`src/rtl/ace_arb_pkg.sv`:
```
// Shared types for the ACE request arbiter: request encodings and arbiter FSM states.
package ace_arb_pkg;

  typedef enum logic [1:0] {
    REQ_READ    = 2'b00,
    REQ_WRITE   = 2'b01,
    REQ_INVALID = 2'b10,
    REQ_RSVD    = 2'b11
  } req_type_t;

  typedef enum logic [1:0] {
    ARB  = 2'b00,
    BUSY = 2'b01,
    GAP  = 2'b10
  } arb_state_t;

endpackage

```
`src/rtl/ace_req_arbiter_rr_arbiter.sv`:
```
// Combinational round-robin pick: first valid requester at or after ptr, wrapping at NUM_REQ.
module rr_arbiter #(
  parameter int NUM_REQ = 4,
  parameter int IDX_W   = $clog2(NUM_REQ)
) (
  input  logic [NUM_REQ-1:0] valid,
  input  logic [IDX_W-1:0]   ptr,
  output logic [NUM_REQ-1:0] grant,
  output logic [IDX_W-1:0]   idx,
  output logic               any_valid
);

  int j;

  always_comb begin
    grant     = '0;
    idx       = '0;
    any_valid = 1'b0;
    j         = 0;
    for (int k = 0; k < NUM_REQ; k++) begin
      // Explicit wrap keeps non-power-of-2 requester counts correct.
      j = int'(ptr) + k;
      if (j >= NUM_REQ) j = j - NUM_REQ;
      if (!any_valid && valid[j]) begin
        any_valid = 1'b1;
        idx       = IDX_W'(j);
        grant[j]  = 1'b1;
      end
    end
  end

endmodule

```
`src/rtl/ace_req_arbiter.sv`:
```
// Round-robin arbiter sharing one ACE master controller between NUM_REQ cache-side requesters,
// holding the selected request level until ace_ready_i and forcing a one-cycle idle gap after.
module ace_req_arbiter
  import ace_arb_pkg::*;
#(
  parameter int NUM_REQ        = 4,
  parameter int ADDR_W         = 32,
  parameter int TIMEOUT_CYCLES = 1024,
  localparam int IDX_W         = $clog2(NUM_REQ)
) (
  input  logic                      clk,
  input  logic                      rst_n,
  input  logic [NUM_REQ-1:0]        req_valid_i,
  input  logic [2*NUM_REQ-1:0]      req_type_i,
  input  logic [ADDR_W*NUM_REQ-1:0] req_addr_i,
  output logic [NUM_REQ-1:0]        req_ready_o,
  output logic [NUM_REQ-1:0]        req_done_o,
  output logic                      req_err_o,
  output logic                      read_req_o,
  output logic                      write_req_o,
  output logic                      invalid_req_o,
  input  logic                      ace_ready_i,
  output logic [ADDR_W-1:0]         ace_addr_o,
  output logic [IDX_W-1:0]          grant_idx_o,
  output logic                      busy_o,
  output logic                      timeout_o
);

  localparam int WD_W = $clog2(TIMEOUT_CYCLES + 2);
  localparam logic [WD_W-1:0] WD_MAX = '1;

  arb_state_t          state, state_nxt;
  logic [IDX_W-1:0]    rr_ptr;
  logic [NUM_REQ-1:0]  arb_grant;
  logic [IDX_W-1:0]    arb_idx;
  logic                arb_any;
  req_type_t           sel_type;
  logic [ADDR_W-1:0]   sel_addr;
  logic                handshake;
  req_type_t           type_q;
  logic [ADDR_W-1:0]   addr_q;
  logic [IDX_W-1:0]    idx_q;
  logic [WD_W-1:0]     wd_cnt;
  logic                timeout_q;
  logic [2:0]          ace_req_q;

  rr_arbiter #(.NUM_REQ(NUM_REQ), .IDX_W(IDX_W)) u_rr (
    .valid     (req_valid_i),
    .ptr       (rr_ptr),
    .grant     (arb_grant),
    .idx       (arb_idx),
    .any_valid (arb_any)
  );

  always_comb begin
    sel_type = REQ_READ;
    sel_addr = '0;
    for (int i = 0; i < NUM_REQ; i++) begin
      if (arb_grant[i]) begin
        sel_type = req_type_t'(req_type_i[2*i +: 2]);
        sel_addr = req_addr_i[ADDR_W*i +: ADDR_W];
      end
    end
  end

  // Handshake: a requester holds valid (with stable type/addr) until it sees ready; the
  // transfer happens on the clock edge where valid and ready are both high. Ready is
  // one-hot and only ever offered in ARB.
  assign req_ready_o = (state == ARB) ? arb_grant : '0;
  assign handshake   = (state == ARB) && arb_any;

  always_comb begin
    state_nxt = state;
    case (state)
      ARB:     if (arb_any) state_nxt = (sel_type == REQ_RSVD) ? GAP : BUSY;
      BUSY:    if (ace_ready_i) state_nxt = GAP;
      GAP:     state_nxt = ARB;
      default: state_nxt = ARB;
    endcase
  end

  always_ff @(posedge clk or negedge rst_n) begin
    if (!rst_n) begin
      state     <= ARB;
      rr_ptr    <= '0;
      type_q    <= REQ_READ;
      addr_q    <= '0;
      idx_q     <= '0;
      wd_cnt    <= '0;
      timeout_q <= 1'b0;
      ace_req_q <= '0;
    end else begin
      state <= state_nxt;
      if (handshake) begin
        type_q <= sel_type;
        addr_q <= sel_addr;
        idx_q  <= arb_idx;
        rr_ptr <= (arb_idx == IDX_W'(NUM_REQ - 1)) ? '0 : arb_idx + 1'b1;
        wd_cnt <= '0;
        case (sel_type)
          REQ_READ:    ace_req_q <= 3'b001;
          REQ_WRITE:   ace_req_q <= 3'b010;
          REQ_INVALID: ace_req_q <= 3'b100;
          default:     ace_req_q <= 3'b000;
        endcase
      end
      if (state == BUSY) begin
        // Dropping the level on the completion edge lets the controller re-enter IDLE clean.
        if (ace_ready_i) ace_req_q <= '0;
        if (wd_cnt != WD_MAX) wd_cnt <= wd_cnt + 1'b1;
        if (TIMEOUT_CYCLES != 0 && (int'(wd_cnt) + 1) >= TIMEOUT_CYCLES) timeout_q <= 1'b1;
      end
    end
  end

  always_comb begin
    req_done_o = '0;
    if (state == GAP) req_done_o[idx_q] = 1'b1;
  end

  assign req_err_o     = (state == GAP) && (type_q == REQ_RSVD);
  assign read_req_o    = ace_req_q[0];
  assign write_req_o   = ace_req_q[1];
  assign invalid_req_o = ace_req_q[2];
  assign ace_addr_o    = addr_q;
  assign grant_idx_o   = idx_q;
  assign busy_o        = (state == BUSY);
  assign timeout_o     = timeout_q;

endmodule
```
`config.mk`:
```
export PLATFORM = sky130hd
export DESIGN_NAME = ace_req_arbiter
export DESIGN_NICKNAME = d
export VERILOG_FILES = /design/src/rtl/ace_arb_pkg.sv /design/src/rtl/ace_req_arbiter_rr_arbiter.sv /design/src/rtl/ace_req_arbiter.sv
export SDC_FILE = /design/constraint.sdc
export NUM_CORES = 1
export LEC_CHECK = 0
export ABC_AREA = 1
export BUFFER_PORTS_ARGS = -buffer_cell sky130_fd_sc_hd__buf_2
export CORE_MARGIN = 2
export CORE_UTILIZATION = 51
export CTS_BUF_LIST = sky130_fd_sc_hd__clkbuf_8
export CTS_CLUSTER_DIAMETER = 100
export DETAILED_ROUTE_END_ITERATION = 10
export PLACE_DENSITY_LB_ADDON = 0.12
export SETUP_SLACK_MARGIN = 0.5
export SLEW_MARGIN = 40
export SYNTH_ARGS = -nofsm -noshare
export SYNTH_HDL_FRONTEND = slang
export SYNTH_SLANG_ARGS = --single-unit
export TNS_END_PERCENT = 30
```
`constraint.sdc`:
```
create_clock -name clk -period 4.8 [get_ports clk]
set_input_delay 0.96 -clock clk [delete_from_list [all_inputs] [get_ports clk]]
set_output_delay 0.96 -clock clk [all_outputs]
set_load 0.01 [all_outputs]
```
==> key figures <==
Floorplanning
  • Die height: 89.6 microns
  • CORE AREA: 7180 sq um
  • Die Wd: 89.6 microns
  • Row Count: 31
  • DIE AREA: 8030 sq um
  • I/O Pins: 191
  • Initial core utilization: 52.1%

Synth
  • Most common cell in the synthesized netlist: a21oi_1
  • Synth cell types: 37
  • Simple-gate share of the synthesized area: 23.0%
  • Compound-cell area share of the yosys netlist: 27.0%
  • Synth Instances: 521
  • Main combinational cell family by area after synthesis: compound AO/OA/AOI/OAI gates
  • Ys flop type: dfrtp_1
  • Part of the Yosys area used for sequential elements: 36.8%
  • Post-Syn Nets: 674
  • Post-synth EDFFs: 0
  • Post-Synth XOR/XNOR Area: 0.234%
  • Top post-synthesis cells by count: a21oi_1, nand2_1, dfrtp_1
  • Post-synth top area cell: dfrtp_1
  • Main area contributors after synthesis: dfrtp_1, a21oi_1, nand2_1
  • Proportion of netlist area held by the largest area contributor: 36.8%
  • Cell Area, Synth: 3740 sq um
  • Post-synthesis mux area share: 0.268%
  • Asr flop ratio synth: 100%
  • Synthesized-area fraction occupied by adder cells: 3.35%
  • Synthesized flop and latch total: 55
  • Synth warn: 0
  • Syn Area/Cell: 7.18 sq um

STA
  • Final hold violations: 0
  • Worst Skew: 0.00756 ns
  • RSZ-0062 raised after global routing: no
  • Setup violators final: 0
  • Worst slew pin tran: 0.739 ns
  • Crit path time final: 3.66 ns
  • Final worst path period share: 76.2%
  • Final Max Slew Viols: 0
  • Rel. slew slack: 50.7%
  • Max Clk Rate: 273 MHz
  • Setup TNS: 0 ns

Final layout
  • Layout cells sized above 1: 31.9%
  • Multi-input gate area: 2010 sq um
  • Fillcell total: 662
  • Final nets: 844
  • Area grow syn2layout: 26.8%
  • Reg area: 1380 sq um
  • Antenna Cells: 0

Status
  • Outcome: finished clean

Place
  • Final Wtd Congestion: 0.884
  • Post-DP HPWL: 8400 microns
  • Port buffer count: 190

Power
  • Peak VDD IR: 0.000726 V
  • Power per cell area: 871 nW/um^2
  • Leakage: 2.39 nW
  • Power Total: 4.13 mW

Clock tree
  • # resized after CTS: 0
  • Clock sink count: 55
  • Root Buffer: clkbuf_8
  • Total CTS buffers: 5
  • CTS tree: yes
  • Clk_lat worst skew: 0.31 ns
  • Htree depth: 2
  • Cts hold-fix bufs: 0
  • Postcts setup bufs: 0
  • Worst-path clk slew: 0.11 ns
  • Clock Tree Buf Depth: 2

Setup path
  • Crit path kind: flip-flop to primary output
  • Worst Setup End Kind: primary output
  • Worst Path Arrival: 2.70 ns
  • Worst path required time: 3.84 ns
  • CP startpoint kind: flip-flop
  • Worst Path Max Fanout: 36

Global routing
  • Largest net degree at the start of global routing: 69
  • Number of global-route vias before repair: 3618
  • Global route overflow: 0
  • Total global-route track usage: 26.9%
  • First-pass GRT wire length: 16800 microns
  • Initial antenna violation count: 0

Detailed routing
  • Average via count per standard cell: 5.35
  • Post-route DRC: 0
  • Starting DRT DRC Count: 195
  • DRT Pass-1 Iters: 4
  • DR WL/cell: 14.6 microns
  • Vias: 4232
  • WL final: 11500 microns
  • Antenna Violating Nets Remaining: 0

Run
  • Max cap viols: 0

Hold path
  • Hold/Removal Path Class: flip-flop to flip-flop
## power by group
part           switching (mW)  total [mW]  internal (mW)
Clock                   0.165       0.269          0.105
Combinational            2.00        3.04           1.04
Sequential              0.129       0.821          0.692
## stage by stage
step / cells / utilization [%] / worst slack (ns) / hold slack [ns] / area (sq um)
2_1_floorplan: 521 / - / 1.68 / 0.463 / 3740
3_3_place_gp: 783 / 64.8 / 1.49 / 0.463 / 4650
3_5_place_dp: 783 / 64.8 / 1.43 / 0.469 / 4650
4_1_cts: 791 / 66.1 / 1.15 / 0.500 / 4740
5_1_grt: 791 / 66.1 / 0.876 / 0.542 / 4740
6_report: 791 / 66.1 / 1.14 / 0.502 / 4740
## cell type report
type	instances	share of cell area (%)
multi-input cells	396	42.5
flip-flops and latches	55	29.0
repair buffers	195	20.8
inverters	38	3.09
well taps	99	2.61
clock buffers	5	1.45
clock inverters	3	0.501
## layout by cell type (no fill, tap or decap), types with 2 or more instances in the layout
cell type	netlist	final
ha_1	10	10
a21oi_1	142	142
clkbuf_8	0	5
dfrtp_1	55	55
o21ai_1	31	31
nand3_1	45	45
nor2_1	51	51
nor2_2	2	2
nand2_1	68	68
nand3_2	3	3
clkinvlp_4	0	2
inv_2	2	2
buf_2	11	190
nand2_2	2	2
buf_4	5	5
inv_1	35	34
nor3_1	7	7
o22ai_1	2	2
o21ai_0	13	13
nand4_1	5	5
## flip-flops by register name, indices dropped and copies added (netlist names)
signal and count:
timeout_o 1, type_q 2, ace_req_q 3, grant_idx_o 2
wd_cnt 11, state 2, ace_addr_o 32, rr_ptr 2
## worst max-delay path, stage by stage, from the launching register on
cell     delay (ns)
dfrtp_1        0.57
inv_2          0.15
ha_1           0.40
inv_1          0.12
nand3_1        0.08
nand2_1        0.10
nor2_2         0.08
a21oi_2        0.17
nand3_4        0.38
nand2_1        0.16
inv_1          0.05
buf_2          0.13
## cell families after synthesis
group / Yosys count
muxes: 1
adders and majority gates: 10
and+or+nand+nor: 189
DFF: 55
xor gates and xnor gates: 1
buffers and inverters: 70
AOI/OAI and AO/OA: 195
## path summary, 6_finish.rpt
kind / from / end / slack, ns / cells after the start
max: rr_ptr[0] / req_ready_o[1] / 1.14 / 11
min: wd_cnt[4] / wd_cnt[4] / 0.50 / 1
max reg2reg: rr_ptr[0] / state[0] / 1.57 / 16
min reg2reg: wd_cnt[4] / wd_cnt[4] / 0.50 / 1
max in group asynchronous: rst_n / wd_cnt[5] / 3.54 / 2
min in group asynchronous: rst_n / grant_idx_o[0] / 0.75 / 2
## metal layers
| layer | routed length, microns | global-route usage, % |
|---|---|---|
| met2 | 5540 | 45.1 |
| met3 | 779 | 3.84 |
| met1 | 4890 | 35.3 |
| met5 | 0 | 0 |
| met4 | 333 | 10.0 |
(Power assumes the default switching activity.)
